[src/rtl/alarm_ringer_if.sv]
// Handshake bundle between the alarm comparator/timebase side and the ringer controller.
interface alarm_ringer_if;
    logic       tick_1hz;
    logic       alarm_on;
    logic       alarm_en;
    logic       stop_btn;
    logic       snooze_btn;
    logic       buzzer;
    logic       ringing;
    logic       snoozing;
    logic       clear_alarm;
    logic [3:0] snooze_left;

    modport master (
        output tick_1hz, alarm_on, alarm_en, stop_btn, snooze_btn,
        input  buzzer, ringing, snoozing, clear_alarm, snooze_left
    );

    modport slave (
        input  tick_1hz, alarm_on, alarm_en, stop_btn, snooze_btn,
        output buzzer, ringing, snoozing, clear_alarm, snooze_left
    );
endinterface

[src/rtl/alarm_ringer_ctrl.sv]
// Alarm ring/snooze/stop session controller: drives the buzzer pattern and holds the
// comparator's auto-reset (clear_alarm) for a cooldown after every session.
module alarm_ringer_ctrl #(
    parameter int unsigned RING_TIMEOUT_S   = 60,
    parameter int unsigned SNOOZE_S         = 300,
    parameter int unsigned MAX_SNOOZE       = 3,
    parameter int unsigned COOLDOWN_S       = 2,
    parameter int unsigned BEEP_HALF_PERIOD = 25_000_000
) (
    input logic           clk,
    input logic           rst_n,
    alarm_ringer_if.slave ar_if
);

    localparam int unsigned RING_W = (RING_TIMEOUT_S > 1)   ? $clog2(RING_TIMEOUT_S)   : 1;
    localparam int unsigned SNZ_W  = (SNOOZE_S > 1)         ? $clog2(SNOOZE_S)         : 1;
    localparam int unsigned CD_W   = (COOLDOWN_S > 1)       ? $clog2(COOLDOWN_S)       : 1;
    localparam int unsigned BEEP_W = (BEEP_HALF_PERIOD > 1) ? $clog2(BEEP_HALF_PERIOD) : 1;
    localparam int unsigned SL_W   = 4;

    localparam logic [RING_W-1:0] RING_LAST = RING_W'(RING_TIMEOUT_S - 1);
    localparam logic [SNZ_W-1:0]  SNZ_LAST  = SNZ_W'(SNOOZE_S - 1);
    localparam logic [CD_W-1:0]   CD_LAST   = CD_W'(COOLDOWN_S - 1);
    localparam logic [BEEP_W-1:0] BEEP_LAST = BEEP_W'(BEEP_HALF_PERIOD - 1);
    localparam logic [SL_W-1:0]   SL_MAX    = SL_W'(MAX_SNOOZE);

    typedef enum logic [1:0] {
        S_IDLE,
        S_RING,
        S_SNOOZE,
        S_COOLDOWN
    } state_t;

    state_t            state_q, state_d;
    logic [RING_W-1:0] ring_cnt_q, ring_cnt_d;
    logic [SNZ_W-1:0]  snz_cnt_q, snz_cnt_d;
    logic [CD_W-1:0]   cd_cnt_q, cd_cnt_d;
    logic [BEEP_W-1:0] beep_cnt_q, beep_cnt_d;
    logic [SL_W-1:0]   snooze_left_q, snooze_left_d;
    logic              buzzer_q, buzzer_d;
    logic              ringing_q, ringing_d;
    logic              snoozing_q, snoozing_d;
    logic              clear_q, clear_d;
    logic              stop_q, snooze_q;
    logic              stop_edge, snooze_edge;

    assign stop_edge   = ar_if.stop_btn & ~stop_q;
    assign snooze_edge = ar_if.snooze_btn & ~snooze_q;

    always_ff @(posedge clk or negedge rst_n) begin
        if (!rst_n) begin
            state_q       <= S_IDLE;
            ring_cnt_q    <= '0;
            snz_cnt_q     <= '0;
            cd_cnt_q      <= '0;
            beep_cnt_q    <= '0;
            snooze_left_q <= SL_MAX;
            buzzer_q      <= 1'b0;
            ringing_q     <= 1'b0;
            snoozing_q    <= 1'b0;
            clear_q       <= 1'b0;
            stop_q        <= 1'b0;
            snooze_q      <= 1'b0;
        end else begin
            state_q       <= state_d;
            ring_cnt_q    <= ring_cnt_d;
            snz_cnt_q     <= snz_cnt_d;
            cd_cnt_q      <= cd_cnt_d;
            beep_cnt_q    <= beep_cnt_d;
            snooze_left_q <= snooze_left_d;
            buzzer_q      <= buzzer_d;
            ringing_q     <= ringing_d;
            snoozing_q    <= snoozing_d;
            clear_q       <= clear_d;
            stop_q        <= ar_if.stop_btn;
            snooze_q      <= ar_if.snooze_btn;
        end
    end

    always_comb begin
        state_d       = state_q;
        ring_cnt_d    = ring_cnt_q;
        snz_cnt_d     = snz_cnt_q;
        cd_cnt_d      = cd_cnt_q;
        beep_cnt_d    = '0;
        buzzer_d      = 1'b0;
        snooze_left_d = snooze_left_q;

        case (state_q)
            S_IDLE: begin
                if (ar_if.alarm_on && ar_if.alarm_en) begin
                    state_d       = S_RING;
                    snooze_left_d = SL_MAX;
                    ring_cnt_d    = '0;
                    buzzer_d      = 1'b1;
                end
            end
            S_RING: begin
                if (beep_cnt_q == BEEP_LAST) begin
                    beep_cnt_d = '0;
                    buzzer_d   = ~buzzer_q;
                end else begin
                    beep_cnt_d = beep_cnt_q + BEEP_W'(1);
                    buzzer_d   = buzzer_q;
                end
                // Priority: stop > disable > timeout > snooze; a consumed tick is not counted.
                if (stop_edge || !ar_if.alarm_en) begin
                    state_d  = S_COOLDOWN;
                    cd_cnt_d = '0;
                end else if (ar_if.tick_1hz && ring_cnt_q == RING_LAST) begin
                    state_d  = S_COOLDOWN;
                    cd_cnt_d = '0;
                end else if (snooze_edge && snooze_left_q != '0) begin
                    state_d       = S_SNOOZE;
                    snooze_left_d = snooze_left_q - SL_W'(1);
                    snz_cnt_d     = '0;
                end else if (ar_if.tick_1hz) begin
                    ring_cnt_d = ring_cnt_q + RING_W'(1);
                end
            end
            S_SNOOZE: begin
                if (stop_edge || !ar_if.alarm_en) begin
                    state_d  = S_COOLDOWN;
                    cd_cnt_d = '0;
                end else if (ar_if.tick_1hz && snz_cnt_q == SNZ_LAST) begin
                    state_d    = S_RING;
                    ring_cnt_d = '0;
                    buzzer_d   = 1'b1;
                end else if (ar_if.tick_1hz) begin
                    snz_cnt_d = snz_cnt_q + SNZ_W'(1);
                end
            end
            S_COOLDOWN: begin
                if (ar_if.tick_1hz && cd_cnt_q == CD_LAST) begin
                    state_d = S_IDLE;
                end else if (ar_if.tick_1hz) begin
                    cd_cnt_d = cd_cnt_q + CD_W'(1);
                end
            end
            default: state_d = S_IDLE;
        endcase

        // Beep pattern only survives while the session stays in (or enters) RING.
        if (state_d != S_RING) begin
            buzzer_d   = 1'b0;
            beep_cnt_d = '0;
        end

        ringing_d  = (state_d == S_RING);
        snoozing_d = (state_d == S_SNOOZE);
        clear_d    = (state_d != S_IDLE);
    end

    assign ar_if.buzzer      = buzzer_q;
    assign ar_if.ringing     = ringing_q;
    assign ar_if.snoozing    = snoozing_q;
    assign ar_if.clear_alarm = clear_q;
    assign ar_if.snooze_left = snooze_left_q;

endmodule

[src/flat_wrapper.sv]
// flat-port wrapper written by rule: the top's interface ports become plain ports
module alarm_ringer_ctrl_flat 
#(
    parameter int unsigned RING_TIMEOUT_S   = 60,
    parameter int unsigned SNOOZE_S         = 300,
    parameter int unsigned MAX_SNOOZE       = 3,
    parameter int unsigned COOLDOWN_S       = 2,
    parameter int unsigned BEEP_HALF_PERIOD = 25_000_000
)
  (clk, rst_n, ar_if_tick_1hz, ar_if_alarm_on, ar_if_alarm_en, ar_if_stop_btn, ar_if_snooze_btn, ar_if_buzzer, ar_if_ringing, ar_if_snoozing, ar_if_clear_alarm, ar_if_snooze_left);
  alarm_ringer_if ar_if_i ();
  input logic clk;
  input logic rst_n;
  input wire logic [$bits(ar_if_i.tick_1hz)-1:0] ar_if_tick_1hz;
  input wire logic [$bits(ar_if_i.alarm_on)-1:0] ar_if_alarm_on;
  input wire logic [$bits(ar_if_i.alarm_en)-1:0] ar_if_alarm_en;
  input wire logic [$bits(ar_if_i.stop_btn)-1:0] ar_if_stop_btn;
  input wire logic [$bits(ar_if_i.snooze_btn)-1:0] ar_if_snooze_btn;
  output wire logic [$bits(ar_if_i.buzzer)-1:0] ar_if_buzzer;
  output wire logic [$bits(ar_if_i.ringing)-1:0] ar_if_ringing;
  output wire logic [$bits(ar_if_i.snoozing)-1:0] ar_if_snoozing;
  output wire logic [$bits(ar_if_i.clear_alarm)-1:0] ar_if_clear_alarm;
  output wire logic [$bits(ar_if_i.snooze_left)-1:0] ar_if_snooze_left;
  assign ar_if_i.tick_1hz = ar_if_tick_1hz;
  assign ar_if_i.alarm_on = ar_if_alarm_on;
  assign ar_if_i.alarm_en = ar_if_alarm_en;
  assign ar_if_i.stop_btn = ar_if_stop_btn;
  assign ar_if_i.snooze_btn = ar_if_snooze_btn;
  assign ar_if_buzzer = ar_if_i.buzzer;
  assign ar_if_ringing = ar_if_i.ringing;
  assign ar_if_snoozing = ar_if_i.snoozing;
  assign ar_if_clear_alarm = ar_if_i.clear_alarm;
  assign ar_if_snooze_left = ar_if_i.snooze_left;
  alarm_ringer_ctrl #(.RING_TIMEOUT_S(RING_TIMEOUT_S), .SNOOZE_S(SNOOZE_S), .MAX_SNOOZE(MAX_SNOOZE), .COOLDOWN_S(COOLDOWN_S), .BEEP_HALF_PERIOD(BEEP_HALF_PERIOD)) u_core (.clk(clk), .rst_n(rst_n), .ar_if(ar_if_i));
endmodule
[config.mk]
export PLATFORM = sky130hd
export DESIGN_NAME = alarm_ringer_ctrl_flat
export DESIGN_NICKNAME = d
export VERILOG_FILES = /design/src/rtl/alarm_ringer_if.sv /design/src/rtl/alarm_ringer_ctrl.sv /design/src/flat_wrapper.sv
export SDC_FILE = /design/constraint.sdc
export NUM_CORES = 1
export LEC_CHECK = 0
export BUFFER_PORTS_ARGS = -buffer_cell sky130_fd_sc_hd__buf_2
export CORE_ASPECT_RATIO = 1.25
export CORE_UTILIZATION = 51
export DETAILED_ROUTE_END_ITERATION = 12
export PLACE_DENSITY = 0.76
export RECOVER_POWER = 100
export SETUP_SLACK_MARGIN = 0.2
export SLEW_MARGIN = 0
export SYNTH_ARGS = -nofsm -noshare
export SYNTH_HDL_FRONTEND = slang
export SYNTH_SLANG_ARGS = --single-unit
[constraint.sdc]
create_clock -name clk -period 4.8 [get_ports clk]
set_clock_uncertainty 0.05 [all_clocks]
set_input_delay 0.24 -clock clk [delete_from_list [all_inputs] [get_ports clk]]
set_output_delay 0.24 -clock clk [all_outputs]
set_load 0.005 [all_outputs]
==> results.md, run 1 <==
* CTS max path bufs at 2
* Main flop type after synthesis: dfrtp_1
* Critical Path Source Type: flop
* Top-count cell post-synth: dfrtp_1
* Fin cells at 360
* Final Cycle Share at 0.652
* Fraction of layout cells with a size suffix above 1 at 0.0973
* DRT antenna net count at 0
* Setup TNS at 0 ns
* Max-cap violations at 1
* Row Count at 29
* CTS buffer count at 5
* Worst Setup End Kind: flop
* # placed instances at 351
* Area grow syn2layout at 7.74%
* R2r worst-path depth at 6
* Total power at roughly 1.1 mW
* Mapped Nets at a little under 300
* Clock Sinks at 53
* Peak VDD IR at 211 uV
* Overflow after GRT at 0
* R2R Path Start: u_core.ring_cnt_q[0]
* I/O Buffers at 14
* Yosys top cell by area: dfrtp_1
* Worst-path fanout max at 25
* Syn Area/Cell at 9.79 um2
* Tot GR Track Use at 0.199
* Hold/Removal Path Class: input port to flop
* Final setup viols at 0
* Leakage at 1.25 nW
* Fillers at 462
* Largest net degree at the start of global routing at 54
* Yosys top cell area share at 0.459
* Routability cong. at 0.877
* Die width at around 68 um
* Die Ht at 84.6 um
* Synth top cells by count: 51 x dfrtp_1, 38 x nor2_1, 25 x nand2_1, 18 x xor2_1, 17 x nand3_1
* Worst Path Required at 4.90 ns
* H-tree Lvls at 2
* First-pass GRT wire length at 8810 um
* WP data arrival at 3.23 ns
* Final WL at 5100 um
* I/O pin count at 15
* Unique masters post-synth at 51
* Relative slew slack at -0.826
* Number of nets in the layout at 309
* Core area at 5150 um2
* Outcome: complete, but fails checks
* Antenna violations before repair at 0
* Diodes inserted at 0
* Final Util at 0.581
* Routed WL per cell at between 10 and 15 um
* Worst slew pin tran at 2.74 ns
* CTS Root Cell: clkbuf_8
* Post_cts resized at 0
* Post-synth EDFFs at 0
* FMAX at 0.319 GHz
* CTS tree: done
* Yosys Warn Count at 0
* Failing checks: capacitance limit, slew limit
* Seq/Total Area, Yosys at 0.478
* Drt first pass iters at 4
* Post-CTS Hold Buffers at 1
* Pwr dens at 370 nW/um2
* DP HPWL at 3670 um
* Hold Vio Cnt, Final at 0
* # DRC at 0
* Clk_lat worst skew at 0.31 ns
* Synthesized flop and latch total at 53
* Post-Syn Area at 2780 um2
* Critical Path Source: u_core.ring_cnt_q[0]
* Total die area at 5750 um2
* CTS clk-pin slew, worst paths at 0.10 ns
* Hold path cells at 1
* Final min period at 3.13 ns
* WS Path Type: flop to flop
* DR vias at 2058
* Post-CTS setup buffers at 0
* Max-slew violation count at 54
* RSZ-0062 raised after global routing: false
* Synth async-reset ratio at 1.00
* Initial core utilization at 0.540
* Vias in the first global route at around 2000
* Synth Instances at 284
* Top cells by area, synth: dfrtp_1 46%, xor2_1 5.7%, nor2_1 5.1%
* Initial DRC Count at 88
* Min-delay src: ar_if_snooze_btn
* Vias per cell at about 5.7
flip-flops by register name, indices dropped and copies added (netlist names), 2 cells and up:
name                      count
u_core.ring_cnt_q             6
u_core.snz_cnt_q              9
u_core.ar_if.snooze_left      4
u_core.beep_cnt_q            25
u_core.state_q                2
stage by stage:
| stage | worst slack [ns] | area (um2) | hold slack, ns |
|---|---|---|---|
| final | 1.67 | 3000 | 0.0138 |
| after global routing | 1.40 | 3000 | 0.0230 |
| after CTS | 2.19 | 3010 | 0.00366 |
| after detailed placement | 2.19 | 2870 | 0.319 |
| after global placement | 2.19 | 2870 | 0.318 |
| after floorplan | 2.65 | 2780 | -0.106 |
worst max-delay path, stage by stage, from the launching register on:
cell and delay [ns]:
dfrtp_1 0.38, ha_1 0.21, nand4_1 0.11, o311ai_0 0.89, o221ai_1 0.39, or3b_1 0.81
nor2_1 0.13
cells by family after synthesis:
logic type	synth area share
AO/OA/AOI/OAI	0.0896
XOR/XNOR	0.0851
adder cells (fa/ha/maj)	0.0225
buffers and inverters	0.0356
flip-flops	0.478
multiplexers	0.0225
AND/OR/NAND/NOR	0.267
cell type report:
| type | instances | area [um2] | area share |
|---|---|---|---|
| multi-input combinational | 213 | 1350 | 0.449 |
| sequential | 53 | 1330 | 0.444 |
| tap | 62 | 77.6 | 0.0259 |
| timing repair buffer | 16 | 76.3 | 0.0255 |
| clock buffer | 5 | 68.8 | 0.0230 |
| clock inverter | 3 | 68.8 | 0.0230 |
| inverter | 8 | 30.0 | 0.0100 |
power by group:
part / internal (mW) / total (mW) / switching, mW / leakage [nW]
clock network: 0.210 / 0.357 / 0.147 / 0.0687
registers: 0.491 / 0.537 / 0.0457 / 0.710
logic: 0.0862 / 0.213 / 0.126 / 0.471
path summary, 6_finish.rpt:
check | slack, ns | endpoint
worst max-delay path | 1.67 | u_core.beep_cnt_q[14]
worst min-delay path | 0.01 | u_core.snooze_q
worst max register to register | 1.67 | u_core.beep_cnt_q[14]
worst min register to register | 0.44 | u_core.beep_cnt_q[0]
max in group asynchronous | 2.31 | u_core.ar_if.snooze_left[2]
min in group asynchronous | 0.84 | u_core.ring_cnt_q[3]
per-layer routing:
metal	routed length, um	track usage
met1	2200	0.255
met2	2680	0.325
met3	152	0.0448
met4	72	0.0663
met5	0	0
layout by cell type (no fill, tap or decap), types with 8 or more instances in the layout:
| master | instances |
|---|---|
| nand3_1 | 17 |
| nor2_1 | 38 |
| xor2_1 | 18 |
| nand2_1 | 25 |
| inv_1 | 8 |
| xnor2_1 | 9 |
| dfrtp_1 | 51 |
| buf_2 | 8 |
| o21ai_0 | 10 |
| nand4_1 | 11 |
No activity file was read; power rests on OpenSTA's default activity.
==> inputs of run 2 (changes only) <==
--- a/config.mk
+++ b/config.mk
@@ -5,6 +5,7 @@
 export SDC_FILE = /design/constraint.sdc
 export NUM_CORES = 1
 export LEC_CHECK = 0
+export ABC_AREA = 1
 export BUFFER_PORTS_ARGS = -buffer_cell sky130_fd_sc_hd__buf_2
 export CORE_ASPECT_RATIO = 1.25
 export CORE_UTILIZATION = 51
==> constraint.sdc (replaced) <==
create_clock -name clk -period 3 [get_ports clk]
set_clock_uncertainty 0.05 [all_clocks]
set_input_delay 0.15 -clock clk [delete_from_list [all_inputs] [get_ports clk]]
set_output_delay 0.15 -clock clk [all_outputs]
set_load 0.005 [all_outputs]
==> results.md, run 2 <==
* Worst slew pin tran at 1.17 ns
* Crit-path leading delay family: simple AND/OR/NAND/NOR gates
* Max-slew violation count at 0
* Initial DRC Count at 161
* Hold/Removal Path Class: input port to flop
* Vias per cell at 5.25
* Most frequent CP cell: nand2_1
* R2R Setup Slk at 0.94 ns
* Yosys Warn Count at 0
* Yosys top cell by area: dfrtp_1
* Final min period at 2.06 ns
* Commonest non-fill, non-tap cell in the layout: nand2_1
* Hold Vio Cnt, Final at 0
* WS Path Type: flop to flop
* Worst Path Required at roughly 3.1 ns
* Fraction of layout cells with a size suffix above 1 at 0.0952
* Relative slew slack at 0.222
* Worst-path fanout max at 25
* Max-cap violations at 0
* Post-synth EDFFs at 0
* Largest net degree at the start of global routing at 47
* Clk_lat worst skew at 0.31 ns
* Min-delay src: ar_if_alarm_on
* Vias in the first global route at 2924
* Top flop regs: u_core.beep_cnt_q (25), u_core.snz_cnt_q (9), u_core.ring_cnt_q (6)
* Critical-path top delay cell: dfstp_2
* Main flop type after synthesis: dfrtp_1
* CTS Root Cell: clkbuf_8
* Peak VDD IR at 569 uV
* Drt first pass iters at 5
* Yosys top cell area share at 0.388
* WP data arrival at about 2.2 ns
* Buf/Inv on CP at 1
* CTS tree: done
* Pwr dens at approximately 620 nW/um2
* I/O pin count at 15
* R2R Path Start: u_core.ar_if.snooze_left[0]
* Top cells by area, synth: dfrtp_1 39%, nand2_1 15%, nor2_1 8.4%
* Initial core utilization at 0.530
* Hold EP: u_core.state_q[0]
* First-pass GRT wire length at 12700 um
* Core area at 6210 um2
* Synth top cells by count: 130 x nand2_1, 74 x nor2_1, 51 x dfrtp_1, 44 x inv_1, 43 x nand3_1
* CTS buffer count at 5
* Final setup viols at 0
* Cell Chain, Critical Path: inv_1 > ha_1 > nand3_1 > nand2_1 > nand2_1 > nand2_1 > nor2_1 > nand2_4 > nand2_4 > nor2_1
* H-tree Lvls at 2
* Diodes inserted at 0
* Setup TNS at 0 ns
* Routability cong. at 0.897
* Synthesized flop and latch total at 53
* Clock Sinks at between 50 and 60
* RSZ-0062 raised after global routing: false
* Max reg flops at 25
* CTS clk-pin slew, worst paths at around 0.090 ns
* DRT antenna net count at 0
* Row Count at 32
* Critical Path Source: u_core.ar_if.snooze_left[0]
* Seq/Total Area, Yosys at 0.404
* # DRC at 0
* R2r worst-path depth at 10
* Area grow syn2layout at 6.58%
* Worst Setup End Kind: flop
* Leakage at 1.62 nW
* Number of nets in the layout at slightly below 500
* Tot GR Track Use at 0.238
* CTS max path bufs at 2
* DP HPWL at 5150 um
* DR vias at roughly 3000
* Hold path cells at 3
* Routed WL per cell at approximately 13 um
* Reg with most FFs: u_core.beep_cnt_q
* I/O Buffers at 14
* Antenna violations before repair at 0
* Unique masters post-synth at 32
* Outcome: completed
* Total power at 2.18 mW
* Die Ht at 91.8 um
* Most frequent cells in the layout: 132 x nand2_1, 82 x nor2_1, 51 x dfrtp_1
* Critical Path Source Type: flop
* Die width at 73.8 um
* Fin cells at approximately 570
* Overflow after GRT at 0
* Mapped Nets at 476
* Synth Instances at 464
* Top-count cell post-synth: nand2_1
* Synth async-reset ratio at 1.00
* Total die area at 6780 um2
* FMAX at 0.485 GHz
* R2r endpoint: u_core.beep_cnt_q[24]
* Crit path largest cell delay at 0.54 ns
* Final Cycle Share at 0.688
* # placed instances at between 500 and 600
* Final WL at 7140 um
* Post-CTS setup buffers at 0
* Post-Syn Area at 3290 um2
* Syn Area/Cell at 7.09 um2
## run 2: logic make-up after synthesis
logic type	Yosys count	synth area share
and+or+nand+nor	311	0.427
buffers and inverters	55	0.0715
adders and majority gates	5	0.0190
AOI/OAI and AO/OA	30	0.0521
xor gates and xnor gates	10	0.0266
DFF	53	0.404
## run 2: area by class of cell
| type | count | area [um2] |
|---|---|---|
| repair buffers | 19 | 106 |
| inverters | 47 | 178 |
| well taps | 85 | 106 |
| multi-input cells | 356 | 1690 |
| clock inverters | 2 | 13.8 |
| flip-flops and latches | 53 | 1330 |
| clock buffers | 6 | 82.6 |
| fillers | 598 | 2700 |
## run 2: worst reg2reg max path, delay by kind of cell (launching register included)
family,cells,cell delay [ns]
buffers and inverters,1,0.08
flip-flops,1,0.54
adder cells (fa/ha/maj),1,0.21
AND/OR/NAND/NOR,8,1.08
## run 2: through the flow
step / utilization / instance area (um2) / hold slack, ns / worst slack [ns]
finish: 0.565 / 3510 / 0.151 / 0.937
global placement: 0.552 / 3420 / 0.223 / 1.04
global route: 0.565 / 3510 / 0.157 / 0.745
detailed placement: 0.552 / 3420 / 0.224 / 1.01
floorplan: - / 3290 / -0.196 / 1.26
CTS: 0.572 / 3550 / 0.136 / 0.984
## run 2: layer usage
metal,GRT usage,vias to the layer above,share of wire,routed length (um)
li1,-,1519,-,-
met1,0.301,1382,0.45,3190
met2,0.415,69,0.51,3610
met3,0.0297,13,0.029,208
met4,0.0737,0,0.019,133
met5,0,-,0,0
## run 2: what timing repair did
item / in CTS / in global routing
hold endpoints to repair: 15 / 0
hold buffers: 3 / 0
gates resized for setup: 0 / 0
## run 2: worst max-delay path by stage
stage / endpoint / slack [ns] / cells past startpoint
floorplan: u_core.beep_cnt_q[14] / 1.26 / 11
global placement: u_core.beep_cnt_q[11] / 1.04 / 10
detailed placement: u_core.beep_cnt_q[19] / 1.01 / 10
CTS: u_core.beep_cnt_q[12] / 0.98 / 10
global route: u_core.beep_cnt_q[24] / 0.74 / 8
finish: u_core.beep_cnt_q[24] / 0.94 / 10
## run 2: where the power goes
group | switching [mW] | total, mW | internal (mW)
registers | 0.0861 | 0.912 | 0.826
logic | 0.603 | 0.843 | 0.240
clock network | 0.237 | 0.425 | 0.188
